<file path="src/rtl/encode_msg_seq_pkg.sv">
// Shared Kyber constants and state type for the message encoder.
// The optional range check in encode_msg_seq is enabled by ENCODE_MSG_RANGE_CHK_EN.
package encode_msg_seq_pkg;

  localparam int KYBER_N       = 256;
  localparam int KYBER_Q       = 3329;
  localparam int KYBER_R_WIDTH = 12;

  // Compress_q(c,1) is 1 exactly on the closed interval [LO, HI]
  localparam int COMPRESS1_LO  = 833;
  localparam int COMPRESS1_HI  = 2496;

  typedef enum logic {
    COLLECT = 1'b0,
    DONE    = 1'b1
  } state_e;

endpackage

</file>
<file path="src/rtl/encode_msg_seq_compress1.sv">
// compress1: combinational Compress_q(c,1) for one coefficient.
// Values at or above q are not special-cased; they simply fall outside the window.
module compress1
  import encode_msg_seq_pkg::*;
#(
  parameter int COEFF_W = KYBER_R_WIDTH
) (
  input  logic [COEFF_W-1:0] coeff,
  output logic               coeff_bit
);

  assign coeff_bit = (coeff >= COEFF_W'(COMPRESS1_LO)) &&
                     (coeff <= COEFF_W'(COMPRESS1_HI));

endmodule

</file>
<file path="src/rtl/encode_msg_seq.sv">
// encode_msg_seq: collects N coefficients in index order, compresses each to one
// bit and presents the N-bit message with a valid/ready handoff.
// Define ENCODE_MSG_RANGE_CHK_EN to add a sticky err output for coefficients >= q.
module encode_msg_seq
  import encode_msg_seq_pkg::*;
#(
  parameter int N       = KYBER_N,
  parameter int COEFF_W = KYBER_R_WIDTH
) (
  input  logic               clk,
  input  logic               rst,
  input  logic               in_valid,
  output logic               in_ready,
  input  logic [COEFF_W-1:0] coeff,
  output logic               out_valid,
  input  logic               out_ready,
  output logic [N-1:0]       msg
`ifdef ENCODE_MSG_RANGE_CHK_EN
  ,
  output logic               err
`endif
);

  localparam int IDX_W = $clog2(N);

  state_e           state, state_nxt;
  logic [IDX_W-1:0] idx;
  logic             coeff_bit;
  logic             accept;
  logic             last;

  compress1 #(.COEFF_W(COEFF_W)) u_compress1 (
    .coeff     (coeff),
    .coeff_bit (coeff_bit)
  );

  // Acceptance is decoded from state directly so in_ready never feeds back into it
  assign accept = in_valid && (state == COLLECT);
  assign last   = (idx == IDX_W'(N - 1));

  // State register
  // NOTE: sequential state uses non-blocking assignments so every flop samples pre-edge values.
  always_ff @(posedge clk or posedge rst) begin
    if (rst) state <= COLLECT;
    else     state <= state_nxt;
  end

  // Next-state and handshake outputs, purely from state plus the relevant strobe
  always_comb begin
    // NOTE: defaults first so every path assigns every output and no latch is inferred.
    state_nxt = state;
    in_ready  = 1'b0;
    out_valid = 1'b0;
    case (state)
      COLLECT: begin
        in_ready = 1'b1;
        if (in_valid && last) state_nxt = DONE;
      end
      DONE: begin
        out_valid = 1'b1;
        if (out_ready) state_nxt = COLLECT;
      end
      default: state_nxt = COLLECT;
    endcase
  end

  // Write the compressed bit at idx and advance; idx wraps to 0 on the last coefficient
  always_ff @(posedge clk or posedge rst) begin
    if (rst) begin
      idx <= '0;
      // NOTE: msg is cleared on reset so a partial message can never leak into the next one.
      msg <= '0;
    end else if (accept) begin
      msg[idx] <= coeff_bit;
      idx      <= last ? '0 : idx + IDX_W'(1);
    end
  end

`ifdef ENCODE_MSG_RANGE_CHK_EN
  // Sticky range flag: set on any accepted coefficient >= q, cleared at handoff
  always_ff @(posedge clk or posedge rst) begin
    if (rst)                                      err <= 1'b0;
    else if ((state == DONE) && out_ready)        err <= 1'b0;
    else if (accept && (coeff >= COEFF_W'(KYBER_Q))) err <= 1'b1;
  end
`endif

endmodule
</file>
<file path="config.mk">
export PLATFORM = sky130hd
export DESIGN_NAME = encode_msg_seq
export DESIGN_NICKNAME = d
export VERILOG_FILES = /design/src/rtl/encode_msg_seq_pkg.sv /design/src/rtl/encode_msg_seq_compress1.sv /design/src/rtl/encode_msg_seq.sv
export SDC_FILE = /design/constraint.sdc
export NUM_CORES = 1
export LEC_CHECK = 0
export CAP_MARGIN = 10
export CORE_MARGIN = 2
export CORE_UTILIZATION = 30
export DETAILED_ROUTE_END_ITERATION = 8
export PLACE_DENSITY = 0.6
export SLEW_MARGIN = 20
export SYNTH_ARGS = -nofsm -noshare
export SYNTH_HDL_FRONTEND = slang
export SYNTH_HIERARCHICAL = 1
export SYNTH_SLANG_ARGS = --single-unit
</file>
<file path="constraint.sdc">
create_clock -name clk -period 8 [get_ports clk]
set_input_delay 1.2 -clock clk [delete_from_list [all_inputs] [get_ports clk]]
set_output_delay 1.2 -clock clk [all_outputs]
set_load 0.02 [all_outputs]
</file>
==> impl_metrics.csv, run 1 <==
group,metric,value,unit
status,status,"finished clean",
clocking,cts-buffers-inserted,29,
cells_and_area,fin_cells,1711,
synthesis,yosysSeqAreaShare,54.3,%
drt,wl_per_cell,20.9,µm
worst_setup_path,cp-startpoint,"coeff[5]",
worst_setup_path,cp_slowest_stage_delay,0.83,ns
cells_and_area,final_nets,1188,
timing,whs,0.484,ns
global_route,grt_max_degree,129,
clocking,cts_buffer_depth,3,
pwr,p_leak,6.76,nW
drt,wl_met3,2.86,mm
hold_path,hold-path-endpoint,"msg[134]$_DFFE_PP0P_",
worst_setup_path,path_cells,"clkdlybuf4s50_1, nor4_4, a21o_1, o211a_4, buf_4, mux2_2",
placed_design,hpwl,21.1,mm
drt,finalWirelength,35.7,mm
global_route,overflow,0,
hold_path,worst_hold_path_type,"reg -> reg",
placed_design,numPortBuffers,273,
global_route,antenna_found_initial,0,
clocking,post-cts-setup-buffer-count,0,
timing,max_freq,278,MHz
pwr,report.power.total,3.91,mW
drt,via_per_inst,5.05,
timing,hold_viol,0,
pwr,switching_share,34.7,%
drt,drc,0,
worst_setup_path,start_kind,"primary input",
drt,met2_length,16.5,mm
pwr,p_comb_share,25.1,%
global_route,grt_use_total,16.8,%
floorplanning,die_width,206,µm
hold_path,hold_depth,1,
cells_and_area,final_cell_area,0.0161,mm²
pwr,pwr_density_cell,242,mW/mm²
job,maxCapViolCount,0,
timing,setup_viol,0,
clocking,htree_levels,1,
worst_setup_path,r2r-start,"idx[2]$_DFFE_PP0P_",
pwr,clkPwrFrac,34.5,%
drt,drtIter0Drc,421,
synthesis,synth_edf_count,0,
drt,antenna_left,0,
timing,timing.final.crit_share,45.0,%
synthesis,syn-num-nets,996,
placed_design,dp_cells,1662,
placed_design,pre_cts_ws,3.81,ns
worst_setup_path,reg2reg_slack,4.77,ns
timing,max_slew_margin,30.0,%
worst_setup_path,ff2ff_path_depth,4,
cells_and_area,final_layout_size_suffix_gt1_share,30.1,%
floorplanning,die_y,206,µm
global_route,grt_pass1_wl,55.8,mm
timing,rsz0062_at_grt,"false",
clocking,cts_tree,"built",
clocking,hold_buffers,0,
drt,first_pass_iters,4,
clocking,clk_latency,0.56,ns
floorplanning,dieArea,0.0423,mm²
floorplanning,initial_utilization,30.5,%
timing,skew,0.0134,ns
synthesis,synth.distinct_cells,39,
placed_design,placed_area,0.0152,mm²
floorplanning,core,0.0400,mm²
pwr,power.internal,2.55,mW
drt,met1Wirelength,15.7,mm
timing,setup_tns,0,ns
placed_design,gp_congestion,0.715,
synthesis,syn_inst,976,
worst_setup_path,critPathKind,"in -> reg",
worst_setup_path,required,8.49,ns
drt,routed.top_layer,"met4",
synthesis,synth_ff_type,"dfrtp_1",
synthesis,ys_async_sr_fraction,100,%
pwr,power_frac_seq,40.5,%
synthesis,synthesis.area,0.0122,mm²
cells_and_area,antenna_cells,0,
floorplanning,io_pins,274,
synthesis,yosysWarnings,6,
timing,finalCriticalPeriod,3.60,ns
worst_setup_path,critPathMaxFanout,95,
drt,vias,8635,
timing,setup_ws,4.40,ns
worst_setup_path,slowest_stage,"buf_4",
worst_setup_path,worstPathArrival,4.09,ns
pwr,netSwitchingPower,1.35,mW
clocking,ctsResizeCount,0,
worst_setup_path,worstSetupEndpointType,"flop",
cells_and_area,area_growth,32.1,%
synthesis,postSynthAreaPerCell,12.5,µm²
clocking,clock_sink_count,265,
worst_setup_path,regToRegEndpoint,"msg[255]$_DFFE_PP0P_",
synthesis,ys_ff_latch,265,
cells_and_area,final_core_util,40.3,%
timing,tightestPinTransition,1.05,ns
clocking,clkSlewWorstSetupHoldPaths,0.06,ns
global_route,grt_pass1_vias,8856,
timing,drv_slew,0,
clocking,cts-root-buf,"clkbuf_16",
hold_path,hp-start,"msg[134]$_DFFE_PP0P_",
floorplanning,rows,73,
pwr,ir_worst_vdd,0.202,mV
==> worst max path at each step <==
stage                                 endpoint  slack (ns)  depth (start not counted)
final                     msg[254]$_DFFE_PP0P_        4.40                          6
after detailed placement  msg[254]$_DFFE_PP0P_        3.81                          6
after floorplan             idx[0]$_DFFE_PP0P_        3.30                          1
after CTS                  msg[54]$_DFFE_PP0P_        4.39                          6
after global placement      msg[3]$_DFFE_PP0P_        3.85                          6
after global routing      msg[254]$_DFFE_PP0P_        4.24                          6
==> final cells by class <==
type / count / area, µm²
clock inverter: 7 / 87.6
fill: 3772 / 23900
clock buffer: 42 / 865
sequential: 265 / 6630
inverter: 8 / 33.8
timing repair buffer: 287 / 2850
tap: 525 / 657
multi-input combinational: 577 / 5010
==> placed cells by master, fill, tap and decap left out, drive strengths merged, types with 2 or more instances in the layout <==
master         count
a21o               2
buf               14
bufinv             2
clkbuf            42
clkdlybuf4s50    273
clkinv             4
clkinvlp           2
dfrtp            265
ha                 4
inv                7
mux2             256
nand2              4
nand2b             3
nand3              6
nand3b             4
nand4              2
nand4b             5
nand4bb            6
nor2               2
nor3             195
nor4              65
o211ai             2
o21ai              4
or4                3
or4b               4
xor2               2
==> power by group through the flow <==
stage / clock, mW / combinational (mW) / sequential [mW]
detailed placement: 0 / 1.00 / 1.61
finish: 1.35 / 0.979 / 1.58
global placement: 0 / 0.990 / 1.60
global route: 1.45 / 1.06 / 1.60
floorplan: 0 / 0.548 / 1.64
CTS: 1.39 / 1.00 / 1.58
==> flip-flops by register name, indices dropped and copies added (netlist names) <==
signal / flops
idx: 8
msg: 256
state: 1
==> cells in the mapped netlist (all sizes together), types with 2 or more instances <==
library cell	count	area, µm²
nand3b	4	30.0
nand4bb	6	67.6
ha	4	50.1
a21o	2	15.0
nand2b	3	18.8
nor2	2	7.51
nand2	4	15.0
clkbuf	55	210
o211ai	2	15.0
or4b	4	40.0
nand3	6	30.0
o21ai	4	20.0
nor4	65	422
buf	71	364
inv	8	30.0
nand4	2	27.5
mux2	256	2880
xor2	2	17.5
or4	3	22.5
dfrtp	265	6630
nor3	195	1190
nand4b	5	50.0
==> cells by family after synthesis <==
logic type                 after synthesis  share of synthesized area, %
AOI/OAI and AO/OA                       13                         0.737
xor gates and xnor gates                 3                         0.215
adders and majority gates                4                         0.410
buffers and inverters                  134                          4.95
DFF                                    265                          54.3
muxes                                  256                          23.6
and+or+nand+nor                        301                          15.8
==> critical path, delay by kind of cell <==
family	cells	cell delay, ns
AOI/OAI and AO/OA	2	0.95
buffers and inverters	2	1.27
muxes	1	0.30
and+or+nand+nor	1	0.30
==> per-layer routing <==
layer	vias up	track usage, %
li1	3900	-
met1	4469	22.4
met2	228	27.0
met3	38	5.02
met4	0	3.83
met5	-	0
Power figures use the tool's default switching activity.
==> run 2, diff against run 1 <==
- PLACE_DENSITY: 0.6 -> 0.58
- clock period: 8 -> 3.4 ns (I/O delays scaled with it)
==> run 2 against run 1 <==
  * Sequential cell count unchanged
  * Routed wire length grew 2.1%
  * Combinational power rose to 2.5 times the previous value
  * Clock-buffer cell count did not move
  * Global-route usage is 0.24 points higher
  * Register-to-register slack worse by 3.9 ns
  * Die area unchanged
  * Clock power rose by 150%
  * Critical path type is now reg -> reg
  * Critical endpoint is now msg[98]$_DFFE_PP0P_
  * Largest power group unchanged
==> impl_metrics.csv, run 2 (synthesis results as in run 1) <==
group,metric,value,unit
status,status,"finished clean",
drt,antenna_left,0,
clocking,htree_levels,1,
timing,max_slew_margin,41.6,%
floorplanning,rows,73,
hold_path,worst_hold_path_type,"in -> async",
clocking,post-cts-setup-buffer-count,0,
timing,timing.final.crit_share,75.0,%
drt,drtIter0Drc,385,
clocking,cts_buffer_depth,3,
pwr,switching_share,34.9,%
global_route,grt_pass1_wl,56.6,mm
global_route,overflow,0,
worst_setup_path,worstPathArrival,2.99,ns
worst_setup_path,critPathMaxFanout,18,
pwr,power_frac_seq,39.0,%
global_route,antenna_found_initial,1,
worst_setup_path,regToRegEndpoint,"msg[98]$_DFFE_PP0P_",
cells_and_area,reg_top3,"msg: 256 flops, idx: 8 flops, state: 1 flops",
clocking,hold_buffers,0,
pwr,power.internal,6.17,mW
global_route,grt_use_total,17.1,%
floorplanning,io_pins,274,
drt,wl_per_cell,21.0,µm
pwr,p_comb_share,26.1,%
worst_setup_path,cp-startpoint,"idx[6]$_DFFE_PP0P_",
cells_and_area,area_growth,34.8,%
worst_setup_path,start_kind,"flop",
timing,setup_viol,0,
cells_and_area,top_register,"msg",
placed_design,hpwl,22.9,mm
drt,first_pass_iters,4,
cells_and_area,fill_cells,3790,
timing,skew,0.0165,ns
worst_setup_path,critPathKind,"reg -> reg",
global_route,grt_max_degree,99,
cells_and_area,final_nets,1211,
clocking,cts_tree,"built",
timing,hold_viol,0,
placed_design,numPortBuffers,273,
timing,setup_tns,0,ns
placed_design,gp_congestion,0.728,
cells_and_area,largest_reg_flops,256,
pwr,netSwitchingPower,3.31,mW
pwr,p_leak,6.93,nW
drt,via_per_inst,4.98,
floorplanning,initial_utilization,30.5,%
global_route,grt_pass1_vias,8980,
floorplanning,dieArea,0.0423,mm²
floorplanning,core,0.0400,mm²
drt,finalWirelength,36.5,mm
worst_setup_path,ff2ff_path_depth,3,
clocking,cts-root-buf,"clkbuf_16",
timing,setup_ws,0.851,ns
placed_design,pre_cts_ws,0.856,ns
timing,max_freq,392,MHz
worst_setup_path,required,3.84,ns
cells_and_area,final_cell_mix,"273 x clkdlybuf4s50_1, 263 x dfrtp_1, 245 x mux2_2",
clocking,cts-buffers-inserted,31,
drt,vias,8665,
drt,drc,0,
worst_setup_path,worstSetupEndpointType,"flop",
pwr,ir_worst_vdd,0.384,mV
pwr,pwr_density_cell,576,mW/mm²
pwr,clkPwrFrac,34.9,%
timing,drv_slew,0,
clocking,ctsResizeCount,0,
cells_and_area,final_layout_size_suffix_gt1_share,31.7,%
clocking,clkSlewWorstSetupHoldPaths,0.06,ns
worst_setup_path,reg2reg_slack,0.85,ns
timing,tightestPinTransition,0.876,ns
cells_and_area,mostFrequentLayoutCell,"clkdlybuf4s50_1",
clocking,clk_latency,0.57,ns
worst_setup_path,r2r-start,"idx[6]$_DFFE_PP0P_",
floorplanning,die_width,206,µm
floorplanning,die_y,206,µm
timing,rsz0062_at_grt,"false",
clocking,clock_sink_count,265,
job,maxCapViolCount,0,
timing,finalCriticalPeriod,2.55,ns
==> run 2: changes by cell type in the layout (fill, tap and decap cells not counted), moves of 2 or more <==
| cell | delta |
|---|---|
| buf_12 | +9 |
| buf_4 | +12 |
| clkbuf_16 | +2 |
| clkbuf_8 | -3 |
| clkinv_2 | +6 |
==> run 2: worst max-delay path by stage <==
stage | end | slack (ns) | depth (start not counted)
floorplan | idx[0]$_DFFE_PP0P_ | -0.61 | 1
global placement | msg[15]$_DFFE_PP0P_ | 0.87 | 6
detailed placement | msg[247]$_DFFE_PP0P_ | 0.86 | 6
CTS | msg[98]$_DFFE_PP0P_ | 0.86 | 4
global route | msg[99]$_DFFE_PP0P_ | 0.58 | 4
finish | msg[98]$_DFFE_PP0P_ | 0.85 | 3
==> run 2: layout make-up <==
cell class / instances / area, µm² / area share (%)
Inverter: 8 / 33.8 / 0.205
Antenna cell: 1 / 2.50 / 0.0152
Tap cell: 525 / 657 / 3.99
Clock inverter: 15 / 134 / 0.813
Sequential cell: 265 / 6630 / 40.3
Timing Repair Buffer: 308 / 3120 / 18.9
Multi-Input combinational cell: 577 / 5010 / 30.4
Clock buffer: 42 / 877 / 5.33
==> run 2: power by group through the flow <==
stage	clock (mW)	sequential, mW	combinational (mW)
5_1_grt	3.54	3.74	2.65
3_5_place_dp	0	3.75	2.52
2_1_floorplan	0	3.86	1.29
3_3_place_gp	0	3.74	2.51
4_1_cts	3.43	3.70	2.52
6_report	3.31	3.70	2.48
==> run 2: worst max-delay path, cell delays in order, from the launching register on <==
cell       delay (ns)
dfrtp_1          0.75
nand4bb_1        0.78
nor4_1           0.52
mux2_2           0.37
==> run 2: per-layer routing <==
| layer | routed length [µm] | share of wire [%] | global-route usage, % | vias to the layer above |
|---|---|---|---|---|
| li1 | - | - | - | 3980 |
| met3 | 2800 | 7.7 | 5.57 | 44 |
| met2 | 16700 | 46 | 27.0 | 221 |
| met4 | 662 | 1.8 | 3.47 | 0 |
| met1 | 16400 | 45 | 22.9 | 4420 |
| met5 | 0 | 0 | 0 | - |
==> run 2: through the flow <==
step                      total power, mW  hold slack [ns]  instances  util [%]  area (µm²)
after global placement               6.25            0.471       1683      38.6       15500
final                                9.48            0.295       1741      41.2       16500
after global routing                 9.93            0.301       1741      41.2       16500
after CTS                            9.65            0.285       1740      41.2       16500
after detailed placement             6.27            0.476       1683      38.6       15500
after floorplan                      5.15            0.537        976         -       12200
==> run 3, diff against run 2 <==
- clock period: 3.4 -> 2.45 ns (I/O delays scaled with it)
==> run 3 against run 2 <==
  * First-iteration DRC count rose by 1.3%
  * Power up 41%
  * Clock skew is 0.0045 ns lower
  * Worst hold slack worse by 0.17 ns
  * Final cell count increased by 1.6%
  * Utilization grew 0.78 points
==> impl_metrics.csv, run 3 (synthesis results as in run 1) <==
group,metric,value,unit
pwr,clkPwrFrac,35.0,%
cells_and_area,antenna_cells,0,
worst_setup_path,critPathMaxFanout,8,
pwr,ir_worst_vdd,0.599,mV
placed_design,gp_congestion,0.724,
clocking,htree_levels,1,
worst_setup_path,cp-startpoint,"state$_DFF_PP0_",
pwr,pwr_density_cell,797,mW/mm²
worst_setup_path,cp.depth,2,
pwr,switching_share,34.0,%
timing,finalCriticalPeriod,2.17,ns
timing,rsz0062_at_grt,"false",
pwr,p_leak,7.11,nW
global_route,met3_usage,5.42,%
clocking,cts_tree,"built",
floorplanning,initial_utilization,30.5,%
clocking,hold_buffers,0,
global_route,overflow,0,
timing,timing.final.crit_share,88.6,%
timing,max_freq,461,MHz
global_route,grt_pass1_vias,9220,
timing,drv_slew,0,
clocking,cts_buffer_depth,3,
clocking,clkSlewWorstSetupHoldPaths,0.06,ns
global_route,use_met1,22.6,%
drt,drtIter0Drc,390,
drt,wl_per_cell,20.4,µm
global_route,grt_use_met2,27.6,%
drt,via_per_inst,4.97,
timing,max_slew_margin,65.3,%
floorplanning,die_y,206,µm
worst_setup_path,worstPathArrival,1.80,ns
floorplanning,rows,73,
global_route,grt_pass1_wl,56.7,mm
worst_setup_path,worstSetupEndpointType,"output port",
status,status,"finished clean",
global_route,grt_busiest_layer,"met2",
worst_setup_path,cp_slowest_stage_delay,0.62,ns
clocking,cts-root-buf,"clkbuf_16",
pwr,netSwitchingPower,4.55,mW
cells_and_area,top_register,"msg",
cells_and_area,final_nets,1239,
worst_setup_path,slowest_stage,"clkdlybuf4s50_1",
worst_setup_path,path_buf_inv,2,
drt,drc,0,
placed_design,hpwl,22.8,mm
pwr,p_comb_share,26.8,%
timing,setup_tns,0,ns
floorplanning,die_width,206,µm
cells_and_area,final_core_util,41.9,%
pwr,power_frac_seq,38.1,%
worst_setup_path,path_cells,"inv_1, clkdlybuf4s50_1",
floorplanning,io_pins,274,
worst_setup_path,r2r-start,"idx[4]$_DFFE_PP0P_",
floorplanning,dieArea,0.0423,mm²
drt,finalWirelength,36.1,mm
clocking,ctsResizeCount,0,
timing,setup_viol,0,
cells_and_area,final_cell_mix,"273 x clkdlybuf4s50_1, 263 x dfrtp_1, 245 x mux2_2",
cells_and_area,largest_reg_flops,256,
pwr,power.internal,8.82,mW
cells_and_area,final_layout_size_suffix_gt1_share,33.0,%
cells_and_area,area_growth,37.4,%
hold_path,worst_hold_path_type,"in -> async",
global_route,grt_max_degree,84,
worst_setup_path,critPathKind,"reg -> out",
placed_design,numPortBuffers,273,
placed_design,placed_area,0.0157,mm²
global_route,antenna_found_initial,0,
drt,first_pass_iters,7,
worst_setup_path,ff2ff_path_depth,4,
timing,skew,0.0121,ns
drt,vias,8790,
pwr,report.power.total,13.4,mW
cells_and_area,reg_top3,"msg: 256 flops, idx: 8 flops, state: 1 flops",
clocking,clock_sink_count,265,
floorplanning,core,0.0400,mm²
global_route,grt_use_total,17.0,%
timing,hold_viol,0,
clocking,post-cts-setup-buffer-count,0,
clocking,cts-buffers-inserted,31,
cells_and_area,final_cell_area,0.0168,mm²
drt,antenna_left,0,
worst_setup_path,start_kind,"flop",
clocking,clk_latency,0.57,ns
worst_setup_path,required,2.08,ns
timing,tightestPinTransition,0.519,ns
job,maxCapViolCount,0,
timing,whs,0.121,ns
worst_setup_path,critPathTopFamily,"buffers and inverters",
cells_and_area,mostFrequentLayoutCell,"clkdlybuf4s50_1",
==> run 3: layout make-up <==
class	instances	area, µm²
Fill cell	3741	23200
Sequential cell	265	6630
Multi-Input combinational cell	577	5010
Timing Repair Buffer	336	3410
Clock buffer	46	902
Tap cell	525	657
Clock inverter	11	138
Inverter	8	33.8
==> run 3: stage by stage <==
step,setup WS (ns),std cells
after floorplan,-1.42,976
after global placement,0.208,1711
after detailed placement,0.154,1711
after CTS,0.239,1768
after global routing,0.114,1768
final,0.280,1768
==> run 3: metal layers <==
metal | vias up | part of all wire [%]
li1 | 4040 | -
met4 | 0 | 1.4
met1 | 4499 | 44
met3 | 37 | 8.1
met2 | 214 | 47
met5 | - | 0
==> run 3: power groups by stage <==
stage | sequential (mW) | clock, mW | combinational [mW]
final | 5.10 | 4.68 | 3.59
after global placement | 5.17 | 0 | 3.59
after CTS | 5.10 | 4.80 | 3.63
after detailed placement | 5.18 | 0 | 3.62
after floorplan | 5.36 | 0 | 1.79
after global routing | 5.16 | 5.00 | 3.84
==> run 3: worst paths after layout <==
kind | slack [ns] | end
setup / recovery | 0.28 | in_ready
hold / removal | 0.12 | msg[90]$_DFFE_PP0P_
max in group asynchronous | 1.53 | msg[221]$_DFFE_PP0P_
min in group clk | 0.37 | state$_DFF_PP0_
hold reg to reg | 0.48 | msg[134]$_DFFE_PP0P_
setup reg to reg | 0.31 | msg[112]$_DFFE_PP0P_
